<file path="config.mk">
export PLATFORM = sky130hd
export DESIGN_NAME = button_mode_controller
export DESIGN_NICKNAME = d
export VERILOG_FILES = /design/src/rtl/button_mode_controller.sv
export SDC_FILE = /design/constraint.sdc
export NUM_CORES = 1
export LEC_CHECK = 0
export CORE_MARGIN = 1
export CORE_UTILIZATION = 46
export CTS_CLUSTER_DIAMETER = 200
export CTS_CLUSTER_SIZE = 16
export DETAILED_ROUTE_END_ITERATION = 8
export PLACE_DENSITY = 0.75
export SETUP_SLACK_MARGIN = 0.4
export SLEW_MARGIN = 20
export SYNTH_ARGS = -nofsm -noshare
export SYNTH_HDL_FRONTEND = slang
export SYNTH_SLANG_ARGS = --single-unit
</file>
<file path="constraint.sdc">
create_clock -name CLK -period 2.9 [get_ports CLK]
set_input_delay 0.435 -clock CLK [delete_from_list [all_inputs] [get_ports CLK]]
set_output_delay 0.435 -clock CLK [all_outputs]
set_load 0.05 [all_outputs]
</file>
<file path="src/rtl/button_mode_controller.sv">
// Button front end: per-channel 2-flop synchroniser, debounce and press/short/
// long/repeat event generation, plus the display-mode register driven by the
// mode button's events or a direct load.
module button_mode_controller #(
  parameter int NUM_BTN       = 3,
  parameter int DEB_CYCLES    = 50000,
  parameter int LONG_CYCLES   = 25000000,
  parameter int REPEAT_CYCLES = 5000000,
  parameter int NUM_MODES     = 5,
  parameter int MODE_W        = 3,
  parameter int MODE_BTN      = 2
) (
  input  logic               CLK,
  input  logic               RST_N,
  input  logic [NUM_BTN-1:0] BTN_N,
  input  logic               MODE_LOCK,
  input  logic               MODE_LOAD,
  input  logic [MODE_W-1:0]  MODE_LOAD_VAL,
  output logic [NUM_BTN-1:0] HELD,
  output logic [NUM_BTN-1:0] PRESS,
  output logic [NUM_BTN-1:0] SHORT,
  output logic [NUM_BTN-1:0] LONG,
  output logic [NUM_BTN-1:0] REPEAT,
  output logic [MODE_W-1:0]  MODE,
  output logic               MODE_CHANGE
);

  localparam int HC_SPAN = (LONG_CYCLES > REPEAT_CYCLES) ? LONG_CYCLES : REPEAT_CYCLES;
  localparam int HC_W    = $clog2(HC_SPAN);
  localparam int CNT_W   = $clog2(DEB_CYCLES);

  localparam logic [CNT_W-1:0]  DEB_LAST   = CNT_W'(DEB_CYCLES - 1);
  localparam logic [HC_W-1:0]   LONG_LAST  = HC_W'(LONG_CYCLES - 1);
  localparam logic [HC_W-1:0]   RPT_LAST   = HC_W'(REPEAT_CYCLES - 1);
  localparam logic [MODE_W-1:0] MODE_LAST  = MODE_W'(NUM_MODES - 1);
  localparam logic [MODE_W:0]   MODE_COUNT = (MODE_W + 1)'(NUM_MODES);

  typedef enum logic [1:0] {ST_IDLE, ST_HOLD, ST_RPT} state_t;

  for (genvar i = 0; i < NUM_BTN; i++) begin : g_chan
    logic             sync1_q, sync1_d;
    logic             sync2_q, sync2_d;
    logic             s;
    logic [CNT_W-1:0] deb_q, deb_d;
    logic             held_q, held_d;
    state_t           state_q, state_d;
    logic [HC_W-1:0]  hc_q, hc_d;
    logic             press_q, press_d;
    logic             short_q, short_d;
    logic             long_q, long_d;
    logic             rpt_q, rpt_d;

    // Next state: synchroniser shift, debounce counter, and the event FSM.
    // The FSM looks at held_d so PRESS/SHORT land on the same edge as HELD.
    always_comb begin
      sync1_d = BTN_N[i];
      sync2_d = sync1_q;
      s       = ~sync2_q;

      held_d = held_q;
      deb_d  = '0;
      if (s != held_q) begin
        if (deb_q == DEB_LAST) begin
          held_d = ~held_q;
        end else begin
          deb_d = deb_q + 1'b1;
        end
      end

      state_d = state_q;
      hc_d    = hc_q;
      press_d = 1'b0;
      short_d = 1'b0;
      long_d  = 1'b0;
      rpt_d   = 1'b0;
      case (state_q)
        ST_IDLE: begin
          if (held_d && !held_q) begin
            press_d = 1'b1;
            hc_d    = '0;
            state_d = ST_HOLD;
          end
        end
        ST_HOLD: begin
          // A release on the terminal-count cycle beats the LONG event.
          if (!held_d) begin
            short_d = 1'b1;
            hc_d    = '0;
            state_d = ST_IDLE;
          end else if (hc_q == LONG_LAST) begin
            long_d  = 1'b1;
            hc_d    = '0;
            state_d = ST_RPT;
          end else begin
            hc_d = hc_q + 1'b1;
          end
        end
        ST_RPT: begin
          if (!held_d) begin
            hc_d    = '0;
            state_d = ST_IDLE;
          end else if (hc_q == RPT_LAST) begin
            rpt_d = 1'b1;
            hc_d  = '0;
          end else begin
            hc_d = hc_q + 1'b1;
          end
        end
        default: begin
          hc_d    = '0;
          state_d = ST_IDLE;
        end
      endcase
    end

    // Channel state registers; sync flops reset to the released level.
    always_ff @(posedge CLK or negedge RST_N) begin
      if (!RST_N) begin
        sync1_q <= 1'b1;
        sync2_q <= 1'b1;
        deb_q   <= '0;
        held_q  <= 1'b0;
        state_q <= ST_IDLE;
        hc_q    <= '0;
        press_q <= 1'b0;
        short_q <= 1'b0;
        long_q  <= 1'b0;
        rpt_q   <= 1'b0;
      end else begin
        sync1_q <= sync1_d;
        sync2_q <= sync2_d;
        deb_q   <= deb_d;
        held_q  <= held_d;
        state_q <= state_d;
        hc_q    <= hc_d;
        press_q <= press_d;
        short_q <= short_d;
        long_q  <= long_d;
        rpt_q   <= rpt_d;
      end
    end

    assign HELD[i]   = held_q;
    assign PRESS[i]  = press_q;
    assign SHORT[i]  = short_q;
    assign LONG[i]   = long_q;
    assign REPEAT[i] = rpt_q;
  end

  logic [MODE_W-1:0] mode_q, mode_d;
  logic              mode_change_q, mode_change_d;

  // Mode next value: a valid load wins, otherwise the mode button's registered
  // events step forward (SHORT) or backward (LONG/REPEAT) unless locked.
  always_comb begin
    mode_d = mode_q;
    if (MODE_LOAD) begin
      if ({1'b0, MODE_LOAD_VAL} < MODE_COUNT) begin
        mode_d = MODE_LOAD_VAL;
      end
    end else if (!MODE_LOCK) begin
      if (SHORT[MODE_BTN]) begin
        mode_d = (mode_q == MODE_LAST) ? '0 : mode_q + 1'b1;
      end else if (LONG[MODE_BTN] || REPEAT[MODE_BTN]) begin
        mode_d = (mode_q == '0) ? MODE_LAST : mode_q - 1'b1;
      end
    end
    mode_change_d = (mode_d != mode_q);
  end

  // Mode register and its change strobe.
  always_ff @(posedge CLK or negedge RST_N) begin
    if (!RST_N) begin
      mode_q        <= '0;
      mode_change_q <= 1'b0;
    end else begin
      mode_q        <= mode_d;
      mode_change_q <= mode_change_d;
    end
  end

  assign MODE        = mode_q;
  assign MODE_CHANGE = mode_change_q;

endmodule

</file>
# Word-level counts from Yosys, hierarchy flattened
# Cells that the tools add are included.
# word_totals
mem_bits_ro,0
ramBits,0
latch_bits,0
out_inout_bits,19
reg_bits,154
input_bits,10
mem_count,0
elab_cells,172
# op_classes
n_reduce_logical,14
bitwise,6
div_mod_pow,0
eq_ne,29
n_mul,0
muxes,82
shift,0
n_lt_le_gt_ge,1
n_addsub,8
# op_table
operator,n
25-bit two-way mux,15
25-bit one-hot mux with 3 select lines,3
16-bit two-way mux,6
"25-bit by 1-bit adder with 25-bit output, second input constant",3
"25-bit by 23-bit equality test with 1-bit output, second input constant",3
"25-bit equality test, second input constant",3
"16-bit by 1-bit adder with 16-bit output, second input constant",3
"16-bit equality test, second input constant",3
1-bit two-way mux,36
2-bit two-way mux,12
3-bit two-way mux,7
2-bit one-hot mux with 3 select lines,3
"2-bit inequality test, second input constant",6
"3-bit inequality test, second input constant",3
3-bit AND reduction,3
"2-bit by 1-bit equality test with 1-bit output, second input constant",3
"2-bit equality test, second input constant",3
2-bit zero test,3
1-bit NOT,6
"3-bit by 1-bit adder with 3-bit output, second input constant",1
"3-bit equality test, second input constant",1
1-bit logical AND,3
1-bit zero test,3
3-bit zero test,1
5 further kinds,7

# Longest topological paths before layout
# Gate-level depths: netlist of run 1.
# logic_depth
word_depth,7
mapped_depth,10

# Worst setup path before layout of run 1
# No wires, ideal clock.
# synth_timing
path_kind,register to register
startpoint,register g_chan[1].deb_q[11]
endpoint,register g_chan[1].hc_q[15]
path_stages_with_launch,8
setup_slack_ps,332
arrival_time_ps,2447
period_less_slack_ps,2568
setup_ps,121
required_time_ps,2779
cell_sequence,dfrtp_1 > or4bb_1 > nor4_4 > mux2i_1 > a211oi_4 > nor2_2 > buf_2 > nor2_1
# synth_between
elab_chain_cells,5
elab_cells_between_ends,8
# synth_rtl
element,line_no,rtl
start: declaration,44,"logic [CNT_W-1:0] deb_q, deb_d;"
start signal: assignment,121,deb_q <= '0;
start signal: assignment,132,deb_q <= deb_d;
16-bit equality test *,63,if (deb_q == DEB_LAST) begin
1-bit two-way mux *,63,
1-bit two-way mux *,62,if (s != held_q) begin
25-bit two-way mux (tied with other cells),99,if (!held_d) begin
25-bit one-hot mux with 3 select lines or 2-bit inequality test (tied branches),n/a,
end signal: assignment,124,hc_q <= '0;
end signal: assignment,135,hc_q <= hc_d;
end: declaration,47,"logic [HC_W-1:0] hc_q, hc_d;"
# Every way passes the cells marked *; elsewhere a longest branch is shown, timed or not.
# A chain may end at the register's enable or synchronous reset.

# Final worst setup path of run 1
# layout_timing
startpoint,register g_chan[1].deb_q[14]
endpoint,register g_chan[1].hc_q[16]
# Same word-level chain as after synthesis.

==> results of run 1 <==
## Yosys cell counts, types with 7 or more instances
cell type  instances  area share (%)
a21oi_1           11            0.67
a22oi_1            7            0.63
a31oi_1            9            0.68
and2_1            13            0.98
and3_1            25             1.9
and4_1            11             1.2
buf_4             16             1.5
clkbuf_1          24             1.1
dfrtp_1          148              45
ha_1              18             2.7
inv_1             34             1.5
mux2i_1            7            0.85
nand2_1           89             4.0
nand3_1           66             4.0
nand4_1           34             2.6
nor2_1           114             5.2
nor3_1            17             1.0
nor4_1            14             1.1
nor4b_1            8            0.85
o21ai_0           22             1.3
o311ai_0          16             1.7
o31ai_1           10            0.91
or3_1              8            0.60
xnor2_1           36             3.8
xor2_1            35             3.7
## per-stage QoR
| step | util, % | setup WS [ns] | power (uW) |
|---|---|---|---|
| finish | 55.2 | 0.471 | 4620 |
| global route | 55.2 | 0.345 | 4770 |
| CTS | 54.0 | 0.390 | 4670 |
| detailed placement | 50.4 | 0.212 | 2420 |
| global placement | 50.4 | 0.331 | 2420 |
| floorplan | - | 0.413 | 2320 |
## where the power goes
part | switching [uW] | internal [uW] | total, uW | leakage (uW)
Clock | 847 | 1390 | 2240 | 0.000283
Combinational | 121 | 58.0 | 179 | 0.00157
Sequential | 26.3 | 2170 | 2200 | 0.00212
## layout by cell type (no fill, tap or decap), types with 13 or more instances in the layout
cell type / count
nor3_1: 17
nand4_1: 34
nand2_1: 88
clkdlybuf4s50_1: 27
nor4_1: 14
o311ai_0: 13
nand3_1: 66
dfrtp_1: 147
buf_4: 26
inv_1: 34
nor2_1: 113
xnor2_1: 36
xor2_1: 35
ha_1: 17
clkbuf_16: 17
and3_1: 25
and2_1: 13
o21ai_0: 21
## cells by family after synthesis
kind of cell	Yosys count	synth area share, %
DFF	154	46.6
AOI/OAI and AO/OA	124	11.0
muxes	8	0.982
buffers and inverters	75	4.14
xor gates and xnor gates	71	7.51
adders and majority gates	18	2.72
and+or+nand+nor	436	27.0
## layout make-up
| cell class | instances | area share [%] |
|---|---|---|
| inverter | 34 | 1.33 |
| tap | 225 | 2.93 |
| timing repair buffer | 62 | 6.02 |
| clock buffer | 23 | 4.87 |
| sequential | 154 | 40.2 |
| clock inverter | 8 | 1.29 |
| multi-input combinational | 657 | 43.4 |
## routing by layer
metal | part of all wire, % | up-vias | global-route usage (%)
met5 | 0 | - | 0
met4 | 1.3 | 0 | 6.48
met3 | 3.2 | 19 | 4.33
met2 | 48 | 107 | 32.5
met1 | 47 | 3262 | 25.6
li1 | - | 3234 | -
## timing repair
item                                    CTS  global route
gates resized for setup                   8            22
buffers inserted                          1            14
pin swaps                                 1             7
cloned                                    0             2
hold buffers                              0             0
endpoints found under the setup margin   33            70
## worst paths after layout
path	start	end	cells past startpoint
max	g_chan[1].deb_q[14]	g_chan[1].hc_q[16]	8
max reg2reg	g_chan[1].deb_q[14]	g_chan[1].hc_q[16]	8
min	RST_N	g_chan[1].hc_q[2]	1
max in group asynchronous	RST_N	g_chan[2].sync2_q	2
min reg2reg	g_chan[1].sync1_q	g_chan[1].sync2_q	0
min in group CLK	g_chan[1].sync1_q	g_chan[1].sync2_q	0
## critical path: cells and delay by family, from the launching register on
family                 cells  cell delay [ns]
AO/OA/AOI/OAI              1             0.08
multiplexers               1             0.35
buffers and inverters      2             0.31
AND/OR/NAND/NOR            4             1.17
flip-flops                 1             0.39
==> impl_metrics.ini, run 1 <==
[global_routing]
grt_antenna_before_repair = 0
grt_pass1_wl_mm = 29.4
overflow = 0
track_usage_pct = 19.7
grt_pass1_vias = 6389
grt_max_degree = 71

[critical_path]
max_stage_delay_ns = 0.57
path_common_cell = buf_6
critPathRequiredTime_ns = 3.20
endpoint_kind = flop
path_cells = or4bb_4, nor4_4, mux2i_2, a211oi_4, buf_6, nor2_4, buf_6, nor2_1
slowest_stage = or4bb_4
worstSetupPathType = flop to flop
rrSetupSlack_ns = 0.47
crit_path_start_kind = flop
crit_fanout = 8
arrival_ns = 2.73

[min_path]
hold_class = input port to asynchronous set/reset pin

[die]
fp-row-count = 48
initial_utilization_pct = 47.5
core-area_mm2 = 0.0174
die_h_um = 136
die_x_um = 136
die_area_mm2 = 0.0185
ios = 29

[timing]
tightest_slew_ns = 0.696
fin_crit_ns = 2.43
setup_tns_ns = 0
relSlewSlack_pct = 53.6
hold_ws_ns = 0.00963
max_freq_mhz = 412
hold_viol = 0
drv_slew = 0
setup_viol = 0
rsz0062_at_grt = yes
clock-skew-final_ns = 0.0114
fin_crit_sh_pct = 83.8

[clock_network]
cts_root_buffer = clkbuf_16
htreeDepth = 4
clock_latency_ns = 0.42
cts_tree = yes
clk_pin_slew_ns = 0.06
cts_num_sinks = 154
cts_buffer_depth = 2
cts_buffers = 17

[drt]
first_pass_iters = 4
remaining_drc_errors = 0
wl_mm = 17.3
wl_per_cell_um = 14.9
via_per_inst = 5.69
antenna_left = 0
vias = 6622
drtIter0Drc = 382

[logic_synthesis]
syn_inst = 886
synth_async_sr_flop_share_pct = 100
syn_area_per_cell_um2 = 9.34
syn_nets = 914
synthFlopType = dfrtp_1
ys_seq_area_share_pct = 46.6
synth-edff-count = 0
syn-cell-area_mm2 = 0.00828
yosysWarnings = 0
ys_ff_latch = 154
synth_cell_types = 65

[layout]
fin_area_mm2 = 0.00961
seqCellArea_mm2 = 0.00386
reg_top3 = g_chan.hc_q: 75 flops, g_chan.deb_q: 48 flops, g_chan.state_q: 6 flops
largest_register_ffs = 75
multi_input_comb_area_mm2 = 0.00417
finalNonFillerCells = 1163
nets = 954
drive_gt1_share_pct = 11.2
top_register = g_chan.hc_q
antenna_cells = 0
num-fill-cells = 1508
syn_to_final_growth_pct = 16.1

[run_status]
run_status = finished, final reports clean

[pwr]
power_density_mw_per_mm2 = 481
peakVddDrop_v = 0.000362
leakagePower_uw = 0.00397

[placed_design]
portBuffers = 28
placed_cell_area_mm2 = 0.00879
dpl.hpwl_mm = 11.4
placed_cells = 1115
finalWeightedCongestion = 0.841

[job]
maxCapViolCount = 0
Power figures use the tool's default switching activity.
==> run 2: changes to the inputs <==
==> constraint.sdc (replaced) <==
create_clock -name CLK -period 2.35 [get_ports CLK]
set_input_delay 0.3525 -clock CLK [delete_from_list [all_inputs] [get_ports CLK]]
set_output_delay 0.3525 -clock CLK [all_outputs]
set_load 0.05 [all_outputs]
==> impl_metrics.ini, run 2 (synthesis gave the netlist of run 1 again) <==
[global_routing]
grt_pass1_vias = 7228
track_usage_pct = 23.7
overflow = 0
grt_pass1_wl_mm = 34.6
grt_max_degree = 59
grt_antenna_before_repair = 0

[critical_path]
crit_fanout = 4
path_cells = or4bb_4, nor4_4, buf_6, a31oi_1, buf_4, nor3_1, xnor2_1, nor2_1
critPathRequiredTime_ns = 2.67
slowest_stage = or4bb_4
endpoint_kind = flop
crit_path_start_kind = flop
worstSetupPathType = flop to flop
crit_family = simple AND/OR/NAND/NOR gates
crit_buf_inv = 2
max_stage_delay_ns = 0.58
arrival_ns = 2.72

[job]
maxCapViolCount = 0

[layout]
seqCellArea_mm2 = 0.00387
top_register = g_chan.hc_q
largest_register_ffs = 75
drive_gt1_share_pct = 32.3
post-route-util_pct = 67.3
nets = 1063
multi_input_comb_area_mm2 = 0.00518
final_cell_mix = dfrtp_1 (141), buf_4 (101), nor2_1 (100), nand2_1 (86), nand3_1 (50)
syn_to_final_growth_pct = 41.6
antenna_cells = 0
final_common_cell = dfrtp_1
reg_top3 = g_chan.hc_q: 75 flops, g_chan.deb_q: 48 flops, g_chan.state_q: 6 flops
num-fill-cells = 1184

[run_status]
run_status = complete, but fails checks
violations = setup timing

[clock_network]
htreeDepth = 4
cts_tree = yes
cts_root_buffer = clkbuf_16
cts_num_sinks = 154
clk_pin_slew_ns = 0.06
cts_buffers = 17
cts_buffer_depth = 2
clock_latency_ns = 0.43

[placed_design]
portBuffers = 28
dp_slack_ns = -0.0604
dpl.hpwl_mm = 12.2
finalWeightedCongestion = 0.826

[drt]
wl_per_cell_um = 18.1
drtIter0Drc = 662
remaining_drc_errors = 0
wl_mm = 23.0
vias = 7605
first_pass_iters = 7
via_per_inst = 5.97
antenna_left = 0

[die]
initial_utilization_pct = 47.5
fp-row-count = 48
ios = 29
core-area_mm2 = 0.0174
die_x_um = 136
die_area_mm2 = 0.0185
die_h_um = 136

[timing]
relSlewSlack_pct = 51.2
clock-skew-final_ns = 0.00903
setup_viol = 2
rsz0062_at_grt = yes
fin_crit_ns = 2.40
max_freq_mhz = 417
hold_viol = 0
tightest_slew_ns = 0.729
fin_crit_sh_pct = 102
fin_ws_ns = -0.0505
drv_slew = 0

[pwr]
internal_power_uw = 4520
pwr-share-clk_pct = 48.9
switching_power_uw = 1270
peakVddDrop_v = 0.000504
switching_share_pct = 21.9
power_density_mw_per_mm2 = 493
seqPwrFrac_pct = 46.9
leakagePower_uw = 0.00483
p_comb_share_pct = 4.2

[min_path]
hold_class = input port to flop
-- run 2: cell count changes in the layout (fill, tap and decap cells not counted), moves of 11 or more --
| cell | before | now |
|---|---|---|
| nor2_1 | 113 | 100 |
| nand3_1 | 66 | 50 |
| buf_6 | 6 | 25 |
| o311ai_4 | 0 | 13 |
| o311ai_0 | 13 | 0 |
| o21ai_0 | 21 | 10 |
| clkdlybuf4s50_1 | 27 | 16 |
| buf_4 | 26 | 101 |
-- run 2: worst register-to-register path, delay by kind of cell, from the launching register on --
kind | cells | cell delay, ns
xor gates and xnor gates | 1 | 0.18
DFF | 1 | 0.39
and+or+nand+nor | 4 | 1.15
buffers and inverters | 2 | 0.38
AOI/OAI and AO/OA | 1 | 0.19
-- run 2: timing repair --
item / in CTS / in global routing
pin swaps: 36 / 62
hold buffers: 1 / 0
endpoints found under the setup margin: 110 / 104
endpoints found under the hold margin: 40 / 0
cloned: 7 / 0
buffers inserted: 36 / 18
resized for setup: 109 / 108
-- run 2: area by class of cell --
class / instances / share of cell area [%]
clock buffers: 25 / 4.14
inverters: 34 / 1.11
flip-flops and latches: 154 / 33.0
repair buffers: 170 / 14.2
well taps: 225 / 2.40
clock inverters: 7 / 0.971
multi-input cells: 658 / 44.2
-- run 2: power by group through the flow --
stage	logic (uW)	clock network, uW	registers, uW
2_1_floorplan	83.3	0	2780
3_3_place_gp	225	0	2760
3_5_place_dp	232	0	2760
4_1_cts	242	2850	2710
5_1_grt	271	2960	2720
6_report	242	2830	2710
-- run 2: worst paths after layout --
check                           slack, ns                 end  cells past startpoint           startpoint
worst max-delay path                -0.05  g_chan[1].hc_q[22]                      8  g_chan[1].deb_q[12]
worst min-delay path                 0.32   g_chan[1].sync1_q                      1             BTN_N[1]
worst max register to register      -0.05  g_chan[1].hc_q[22]                      8  g_chan[1].deb_q[12]
worst min register to register       0.36   g_chan[1].sync2_q                      0    g_chan[1].sync1_q
max in group asynchronous            1.24   g_chan[0].sync1_q                      3                RST_N
min in group asynchronous            0.40   g_chan[2].short_q                      2                RST_N
-- run 2: through the flow --
step	std cells	hold WS (ns)	power (uW)	TNS [ns]	area [um2]
after floorplan	886	0.0569	2870	-0.617	8510
after global placement	1179	0.299	2980	0	9450
after detailed placement	1179	0.303	2990	-0.0716	9450
after CTS	1255	0.314	5810	0	11000
after global routing	1273	0.320	5950	-2.37	11700
final	1273	0.325	5780	-0.0957	11700
-- run 2: layer usage --
layer / global-route usage (%) / share of wire, %
met3: 5.11 / 4.9
met5: 0 / 0
met1: 28.6 / 40
met4: 10.4 / 3.0
met2: 40.6 / 52
==> run 3: changes to the inputs <==
--- a/config.mk
+++ b/config.mk
@@ -5,7 +5,7 @@
 export SDC_FILE = /design/constraint.sdc
 export NUM_CORES = 1
 export LEC_CHECK = 0
-export CORE_MARGIN = 1
+export CORE_MARGIN = 3
 export CORE_UTILIZATION = 46
 export CTS_CLUSTER_DIAMETER = 200
 export CTS_CLUSTER_SIZE = 16
==> impl_metrics.ini, run 3 (synthesis gave the netlist of run 1 again) <==
[run_status]
run_status = complete, but fails checks
violations = setup timing

[pwr]
power_density_mw_per_mm2 = 472
leakagePower_uw = 0.00486
peakVddDrop_v = 0.000526

[placed_design]
finalWeightedCongestion = 0.836
dpl.hpwl_mm = 12.4
placed_cells = 1178
portBuffers = 28
dp_slack_ns = -0.133

[drt]
wl_mm = 21.3
vias = 7263
via_per_inst = 5.72
first_pass_iters = 5
remaining_drc_errors = 0
drtIter0Drc = 380
antenna_left = 0
wl_per_cell_um = 16.8

[layout]
syn_to_final_growth_pct = 41.2
antenna_cells = 0
num-fill-cells = 1217
reg_top3 = g_chan.hc_q: 75 flops, g_chan.deb_q: 48 flops, g_chan.state_q: 6 flops
nets = 1059
largest_register_ffs = 75
multi_input_comb_area_mm2 = 0.00525
finalNonFillerCells = 1269
final_common_cell = dfrtp_1
seqCellArea_mm2 = 0.00387
drive_gt1_share_pct = 33.0
final_cell_mix = dfrtp_1 (140), nor2_1 (98), buf_4 (93), nand2_1 (83), nand3_1 (48)
top_register = g_chan.hc_q

[die]
initial_utilization_pct = 47.4
fp-row-count = 48
core-area_mm2 = 0.0175
die_h_um = 140
ios = 29
die_x_um = 140
die_area_mm2 = 0.0196

[job]
maxCapViolCount = 0

[critical_path]
crit_path_start_kind = flop
crit_fanout = 6
arrival_ns = 2.71
crit_start = g_chan[0].hc_q[23]
endpoint_kind = flop
r2r_start = g_chan[0].hc_q[23]
worstSetupPathType = flop to flop
critPathRequiredTime_ns = 2.67

[clock_network]
cts_buffers = 17
cts_num_sinks = 154
cts_root_buffer = clkbuf_16
htreeDepth = 4
clock_latency_ns = 0.43
clk_pin_slew_ns = 0.06
cts_buffer_depth = 2
cts_tree = yes

[timing]
rsz0062_at_grt = yes
tightest_slew_ns = 0.671
max_freq_mhz = 418
hold_viol = 0
setup_viol = 16
fin_crit_sh_pct = 102
clock-skew-final_ns = 0.0102
drv_slew = 0
fin_ws_ns = -0.0444
fin_crit_ns = 2.39
hold_ws_ns = 0.332
relSlewSlack_pct = 55.1

[global_routing]
grt_pass1_vias = 7205
grt_pass1_wl_mm = 34.2
track_usage_pct = 20.8
overflow = 0
grt_antenna_before_repair = 0
grt_max_degree = 51

[min_path]
worst_hold_startpoint = BTN_N[2]
hold_class = input port to flop
==> run 3: cell count changes in the layout (fill, tap and decap cells not counted), moves of 4 or more <==
cell      before  now
buf_4        101   93
buf_6         25   31
nand3_4        6   11
o311ai_4      13    9
==> run 3: power by group <==
group	total [uW]	internal, uW	switching (uW)
Clock	2560	1500	1060
Combinational	238	80.6	158
Sequential	2710	2680	28.0
Total	5510	4270	1240
==> run 3: cell type report <==
| type | instances | share of cell area, % |
|---|---|---|
| multi-input cells | 658 | 44.9 |
| clock inverters | 8 | 0.610 |
| repair buffers | 166 | 13.9 |
| well taps | 225 | 2.41 |
| flip-flops and latches | 154 | 33.1 |
| inverters | 34 | 1.09 |
| clock buffers | 24 | 4.04 |
==> run 3: timing repair <==
item / CTS / global route
buffers inserted: 38 / 15
cloned: 3 / 2
endpoints found under the setup margin: 111 / 108
hold buffers: 1 / 0
gates resized for setup: 153 / 91
pin swaps: 65 / 54
hold endpoints to repair: 45 / 0
==> run 3: path summary, 6_finish.rpt <==
path	slack, ns	cells past startpoint	end
setup / recovery	-0.04	10	g_chan[0].hc_q[6]
hold / removal	0.33	1	g_chan[2].sync1_q
setup reg to reg	-0.04	10	g_chan[0].hc_q[6]
hold reg to reg	0.35	0	g_chan[0].sync2_q
max in group asynchronous	1.08	3	g_chan[2].deb_q[7]
min in group asynchronous	0.43	2	MODE_CHANGE
==> run 3: through the flow <==
step	cell area (um2)	TNS, ns	total power, uW	utilization [%]
CTS	11100	-0.347	5560	63.2
detailed placement	9440	-1.03	2990	54.0
finish	11700	-0.331	5510	66.9
global route	11700	-2.19	5720	66.9
floorplan	8510	-0.617	2870	-
global placement	9440	-0.425	2980	54.0
==> run 3: critical path: stages (launching register included) <==
cell and delay [ns]:
dfrtp_1 0.41, nor4b_2 0.32, nand4_1 0.22, buf_4 0.20, buf_6 0.11, o21a_4 0.20, o211ai_1 0.25, buf_4 0.23
buf_6 0.15, nor3_4 0.03, a21o_1 0.15
==> run 3: metal layers <==
metal | track usage, % | wire length [um]
met1 | 27.3 | 9270
met3 | 4.34 | 824
met4 | 7.09 | 392
met5 | 0 | 0
met2 | 34.5 | 10800
